`config.mk`:
```
export PLATFORM = sky130hd
export DESIGN_NAME = axi_txn_scheduler
export DESIGN_NICKNAME = d
export VERILOG_FILES = /design/src/rtl/axi_txn_pkg.sv /design/src/rtl/rr_arbiter.sv /design/src/rtl/axi_txn_scheduler.sv
export SDC_FILE = /design/constraint.sdc
export NUM_CORES = 1
export LEC_CHECK = 0
export CORE_ASPECT_RATIO = 1.25
export CORE_MARGIN = 8
export CORE_UTILIZATION = 44
export CTS_CLUSTER_DIAMETER = 150
export DETAILED_ROUTE_END_ITERATION = 6
export PLACE_DENSITY = 0.88
export SLEW_MARGIN = 20
export SYNTH_ARGS = -nofsm -noshare
export SYNTH_HDL_FRONTEND = slang
export SYNTH_SLANG_ARGS = --single-unit
export TNS_END_PERCENT = 5
```
`constraint.sdc`:
```
create_clock -name ACLK -period 7.56 [get_ports ACLK]
set_input_delay 1.134 -clock ACLK [delete_from_list [all_inputs] [get_ports ACLK]]
set_output_delay 1.134 -clock ACLK [all_outputs]
set_load 0.05 [all_outputs]
```
`src/rtl/axi_txn_pkg.sv`:
```
// Shared types and constants for the AXI transaction scheduler.
// Holds the FSM state encoding and the burst-length limits.
package axi_txn_pkg;

  typedef enum logic [1:0] {
    IDLE   = 2'd0,
    LAUNCH = 2'd1,
    WAIT   = 2'd2,
    RSP    = 2'd3
  } state_t;

  localparam int MAX_BURST_LEN = 256;
  localparam int LEN_WIDTH     = 9;

  // A burst is launchable only when it moves at least one and at most MAX_BURST_LEN beats.
  function automatic logic len_ok(input logic [LEN_WIDTH-1:0] len);
    return (len != '0) && (len <= LEN_WIDTH'(MAX_BURST_LEN));
  endfunction

endpackage

```
`src/rtl/rr_arbiter.sv`:
```
// Round-robin arbiter: the search starts at the requester after the last grant
// and returns the first active request as a one-hot grant plus its index.
module rr_arbiter #(
  parameter int N = 4
) (
  input  logic [N-1:0]         req,
  input  logic [$clog2(N)-1:0] last,
  output logic [N-1:0]         grant,
  output logic [$clog2(N)-1:0] grant_idx
);

  localparam int IW = $clog2(N);

  logic found;

  always_comb begin
    grant     = '0;
    grant_idx = '0;
    found     = 1'b0;
    for (int k = 1; k <= N; k++) begin
      if (!found && req[(int'(last) + k) % N]) begin
        found                          = 1'b1;
        grant[(int'(last) + k) % N]    = 1'b1;
        grant_idx                      = IW'((int'(last) + k) % N);
      end
    end
  end

endmodule

```
`src/rtl/axi_txn_scheduler.sv`:
```
// Arbitrates burst requests from several requesters onto one AXI master,
// launches each accepted burst, and reports completion, AXI error or timeout.
module axi_txn_scheduler
  import axi_txn_pkg::*;
#(
  parameter int NUM_REQ        = 4,
  parameter int ADDR_WIDTH     = 32,
  parameter int TIMEOUT_CYCLES = 4096
) (
  input  logic                          ACLK,
  input  logic                          ARESET,
  input  logic [NUM_REQ-1:0]            REQ_VALID,
  output logic [NUM_REQ-1:0]            REQ_READY,
  input  logic [NUM_REQ-1:0]            REQ_OP,
  input  logic [NUM_REQ*ADDR_WIDTH-1:0] REQ_ADDR,
  input  logic [NUM_REQ*LEN_WIDTH-1:0]  REQ_LEN,
  output logic [NUM_REQ-1:0]            RSP_VALID,
  output logic                          RSP_ERROR,
  output logic                          INIT_AXI_TXN,
  output logic                          OP_TYPE,
  output logic [ADDR_WIDTH-1:0]         BASE_ADDR,
  output logic [LEN_WIDTH-1:0]          BURST_LEN,
  input  logic                          AXI_TXN_DONE,
  input  logic                          AXI_ERROR,
  output logic                          BUSY,
  output logic [$clog2(NUM_REQ)-1:0]    GRANT_ID
);

  localparam int IW = $clog2(NUM_REQ);
  localparam int CW = $clog2(TIMEOUT_CYCLES + 1);

  state_t state, state_next;

  logic [IW-1:0]         last_ptr;
  logic [NUM_REQ-1:0]    arb_grant;
  logic [IW-1:0]         arb_idx;
  logic                  sel_op;
  logic [ADDR_WIDTH-1:0] sel_addr;
  logic [LEN_WIDTH-1:0]  sel_len;
  logic                  accept;
  logic                  timeout;
  logic [CW-1:0]         wait_cnt;
  logic [NUM_REQ-1:0]    grant_onehot;

  rr_arbiter #(
    .N(NUM_REQ)
  ) u_arb (
    .req       (REQ_VALID),
    .last      (last_ptr),
    .grant     (arb_grant),
    .grant_idx (arb_idx)
  );

  // Fields of the winning requester, picked by the one-hot grant.
  always_comb begin
    sel_op   = 1'b0;
    sel_addr = '0;
    sel_len  = '0;
    for (int i = 0; i < NUM_REQ; i++) begin
      if (arb_grant[i]) begin
        sel_op   = REQ_OP[i];
        sel_addr = REQ_ADDR[i*ADDR_WIDTH +: ADDR_WIDTH];
        sel_len  = REQ_LEN[i*LEN_WIDTH +: LEN_WIDTH];
      end
    end
  end

  always_comb begin
    grant_onehot = '0;
    for (int i = 0; i < NUM_REQ; i++) begin
      if (GRANT_ID == IW'(i)) grant_onehot[i] = 1'b1;
    end
  end

  assign timeout = (wait_cnt >= CW'(TIMEOUT_CYCLES - 1));
  assign BUSY    = (state != IDLE);

  always_ff @(posedge ACLK) begin
    if (ARESET) state <= IDLE;
    else        state <= state_next;
  end

  // Next state and the combinational accept strobe; DONE is only looked at in WAIT.
  always_comb begin
    state_next = state;
    REQ_READY  = '0;
    accept     = 1'b0;
    case (state)
      IDLE: begin
        if (!ARESET && (|REQ_VALID)) begin
          accept     = 1'b1;
          REQ_READY  = arb_grant;
          state_next = len_ok(sel_len) ? LAUNCH : RSP;
        end
      end
      LAUNCH:  state_next = WAIT;
      WAIT:    if (AXI_TXN_DONE || timeout) state_next = RSP;
      RSP:     state_next = IDLE;
      default: state_next = IDLE;
    endcase
  end

  // Transaction registers; the response is registered on the edge that enters RSP.
  always_ff @(posedge ACLK) begin
    if (ARESET) begin
      last_ptr     <= IW'(NUM_REQ - 1);
      GRANT_ID     <= '0;
      OP_TYPE      <= 1'b0;
      BASE_ADDR    <= '0;
      BURST_LEN    <= '0;
      INIT_AXI_TXN <= 1'b0;
      RSP_VALID    <= '0;
      RSP_ERROR    <= 1'b0;
      wait_cnt     <= '0;
    end else begin
      INIT_AXI_TXN <= 1'b0;
      RSP_VALID    <= '0;
      RSP_ERROR    <= 1'b0;
      case (state)
        IDLE: begin
          if (accept) begin
            GRANT_ID  <= arb_idx;
            OP_TYPE   <= sel_op;
            BASE_ADDR <= sel_addr;
            BURST_LEN <= sel_len;
            if (len_ok(sel_len)) begin
              INIT_AXI_TXN <= 1'b1;
            end else begin
              RSP_VALID <= arb_grant;
              RSP_ERROR <= 1'b1;
            end
          end
        end
        LAUNCH: wait_cnt <= '0;
        WAIT: begin
          if (AXI_TXN_DONE) begin
            RSP_VALID <= grant_onehot;
            RSP_ERROR <= AXI_ERROR;
          end else if (timeout) begin
            RSP_VALID <= grant_onehot;
            RSP_ERROR <= 1'b1;
          end else if (wait_cnt != '1) begin
            wait_cnt <= wait_cnt + CW'(1);
          end
        end
        RSP:     last_ptr <= GRANT_ID;
        default: ;
      endcase
    end
  end

endmodule

```
==> impl_metrics.env <==
export IMPL_outcome="finished, final reports clean"
export IMPL_syn_avg_cell_area_um2=8.143
export IMPL_syn_area_um2=4422
export IMPL_tightest_slew_ns=1.108
export IMPL_power_density_nw_per_um2=355.5
export IMPL_startpoint_type="flop"
export IMPL_synth_commonest_cells="94 x nor2_1, 67 x dfxtp_1, 66 x a211oi_1, 41 x nor3_1, 34 x a22oi_1"
export IMPL_grt_pass1_wl_mm=26.77
export IMPL_ios=231
export IMPL_clock_path_buffers=2
export IMPL_fin_crit_sh=0.7921
export IMPL_startpoint="last_ptr[0]"
export IMPL_cp_end_kind="output pin"
export IMPL_holdWs_ns=0.4712
export IMPL_synthDistinctLibCells=68
export IMPL_die_x_um=105.7
export IMPL_yosysTopAreaCellShare=0.3033
export IMPL_critPathMaxStageDelay_ns=0.86
export IMPL_port_buffers=230
export IMPL_dieHeight_um=128.1
export IMPL_via_per_inst=5.789
export IMPL_placed_cell_area_um2=6716
export IMPL_synth_most_common_cell="nor2_1"
export IMPL_postRouteAntennaNets=0
export IMPL_yosysTopAreaCell="dfxtp_1"
export IMPL_multiInputGateArea_um2=2834
export IMPL_r2r_end="RSP_VALID[0]"
export IMPL_crit_required_ns=6.43
export IMPL_drtIter0Drc=238
export IMPL_synth_area_leaders="dfxtp_1 30%, a211oi_1 11%, nor2_1 8.0%"
export IMPL_initial_utilization=0.4443
export IMPL_cpMostUsedCell="inv_1"
export IMPL_wire_per_inst_um=19.87
export IMPL_postCtsHoldBufs=0
export IMPL_overflow=0
export IMPL_drv_slew=0
export IMPL_cts_num_sinks=67
export IMPL_fin_area_um2=7062
export IMPL_post_cts_resize_count=0
export IMPL_htreeDepth=3
export IMPL_fmaxAchievable_ghz=0.1670
export IMPL_cts_buffers=9
export IMPL_clk_latency_ns=0.33
export IMPL_finalCriticalPeriod_ns=5.988
export IMPL_cap_violations=0
export IMPL_syn2layout_area_growth_pct=59.71
export IMPL_cp_data_arrival_time_ns=4.85
export IMPL_async_flop_share=0
export IMPL_fp_dieArea_um2=13530
export IMPL_setup_viol=0
export IMPL_yosys_warnings=0
export IMPL_routed_wl_mm=17.38
export IMPL_dp_hpwl_mm=13.34
export IMPL_nFillCells=788
export IMPL_path_clk_slew_ns=0.06
export IMPL_hp_start="BURST_LEN[6]"
export IMPL_grtUsageTotal=0.2464
export IMPL_holdPathEnd="BURST_LEN[6]"
export IMPL_rows=41
export IMPL_cts_root_buf="clkbuf_16"
export IMPL_synthCells=543
export IMPL_hold_depth=2
export IMPL_core_area_um2=9952
export IMPL_peakVddDrop_uv=146.3
export IMPL_syn_nets=732
export IMPL_grt_pass1_vias=5253
export IMPL_leakage_nw=2.586
export IMPL_slew_headroom=0.2613
export IMPL_finalHoldViolations=0
export IMPL_criticalPathCategory="flop to output pin"
export IMPL_rsz0062_at_grt="false"
export IMPL_cp_slowest_cell="dfxtp_1"
export IMPL_drc_errors=0
export IMPL_hold_path_class="flop to flop"
export IMPL_skew_ns=0.005112
export IMPL_reg2reg_depth=12
export IMPL_grt_max_degree=57
export IMPL_ys_seq_area_frac=0.3033
export IMPL_antenna_found_initial=1
export IMPL_ys_flop_type="dfxtp_1"
export IMPL_synth_edf_count=0
export IMPL_num_vias=5065
export IMPL_dr_pass1_iters=5
export IMPL_post_cts_buffers=0
export IMPL_setup_tns_ns=0
export IMPL_nNetsFinal=929
export IMPL_reg2reg_slack_ns=2.50
export IMPL_synth_ff_latch_count=67
export IMPL_area_sequential_um2=1341
export IMPL_cts_tree="done"
export IMPL_drive_gt1_frac=0.07383
export IMPL_cp_max_fo=43
export IMPL_cp_cell_sequence="inv_1 > ha_1 > mux4_2 > nand2b_1 > inv_1 > o2bb2ai_4 > nand2_1 > inv_1 > clkdlybuf4s50_1"
export IMPL_crit_reg2reg_launch="last_ptr[0]"
export IMPL_routabilityCongestion=0.9097
## flip-flops by register name, summed over array words and instances (netlist names)
name	count
BASE_ADDR	32
wait_cnt	13
BURST_LEN	9
RSP_VALID	4
GRANT_ID	2
last_ptr	2
state	2
INIT_AXI_TXN	1
OP_TYPE	1
RSP_ERROR	1
## worst max path at each step
stage	endpoint	slack (ns)	cells past startpoint
after global routing	REQ_READY[1]	1.28	9
final	REQ_READY[1]	1.57	9
after global placement	REQ_READY[1]	1.78	8
after detailed placement	REQ_READY[1]	1.65	8
after floorplan	REQ_READY[2]	2.77	9
after CTS	REQ_READY[1]	1.57	9
## through the flow
step / total power, mW / std cells / setup slack [ns] / util
2_1_floorplan: 1.569 / 543 / 2.773 / -
3_3_place_gp: 1.991 / 858 / 1.781 / 0.6749
3_5_place_dp: 2.024 / 858 / 1.650 / 0.6749
4_1_cts: 2.515 / 874 / 1.574 / 0.7093
5_1_grt: 2.642 / 875 / 1.285 / 0.7096
6_report: 2.510 / 875 / 1.572 / 0.7096
## cell usage in the layout, fill, tap and decap left out, types with 4 or more instances in the layout
cell,n
a31o_2,4
mux2i_1,6
a31oi_1,4
nand3_1,16
buf_4,4
xor2_1,8
nand2b_1,4
ha_1,13
clkbuf_16,9
dfxtp_1,67
a21oi_1,7
nor3_1,40
inv_1,13
clkdlybuf4s50_1,229
a22oi_1,34
a211oi_1,66
nor2_1,94
and3_1,6
o21ai_0,12
nor2b_1,4
o22ai_1,8
nand2_1,23
## cells by family after synthesis
logic type                 share of synthesized area
AOI/OAI and AO/OA                             0.3138
xor gates and xnor gates                     0.02151
adders and majority gates                    0.03679
buffers and inverters                        0.06452
DFF                                           0.3033
muxes                                        0.04159
and+or+nand+nor                               0.2185
## worst max-delay path: cells and delay by family (launching register included)
kind / cells / cell delay [ns]
buffers and inverters: 4 / 1.24
muxes: 1 / 0.70
and+or+nand+nor: 2 / 0.30
DFF: 1 / 0.86
adders and majority gates: 1 / 0.51
AOI/OAI and AO/OA: 1 / 0.84
## power by group
| part | total (mW) | switching, mW | internal, mW |
|---|---|---|---|
| Sequential | 0.519 | 0.0670 | 0.452 |
| Combinational | 1.51 | 0.956 | 0.551 |
| Clock | 0.485 | 0.155 | 0.330 |
| Total | 2.51 | 1.18 | 1.33 |
## cell type report
type                    instances  area share
inverters                      14    0.007442
repair buffers                234      0.3296
multi-input cells             414      0.4013
diodes                          1   0.0003544
flip-flops and latches         67      0.1899
clock buffers                  11     0.03437
clock inverters                 5     0.01417
well taps                     129     0.02286
## per-layer routing
layer	track usage	wire length, µm	vias to the layer above
li1	-	-	2419
met1	0.2471	6388	2383
met2	0.4473	8888	227
met3	0.09356	1569	36
met4	0.09627	537	0
met5	0	0	-
(Power assumes the default switching activity.)
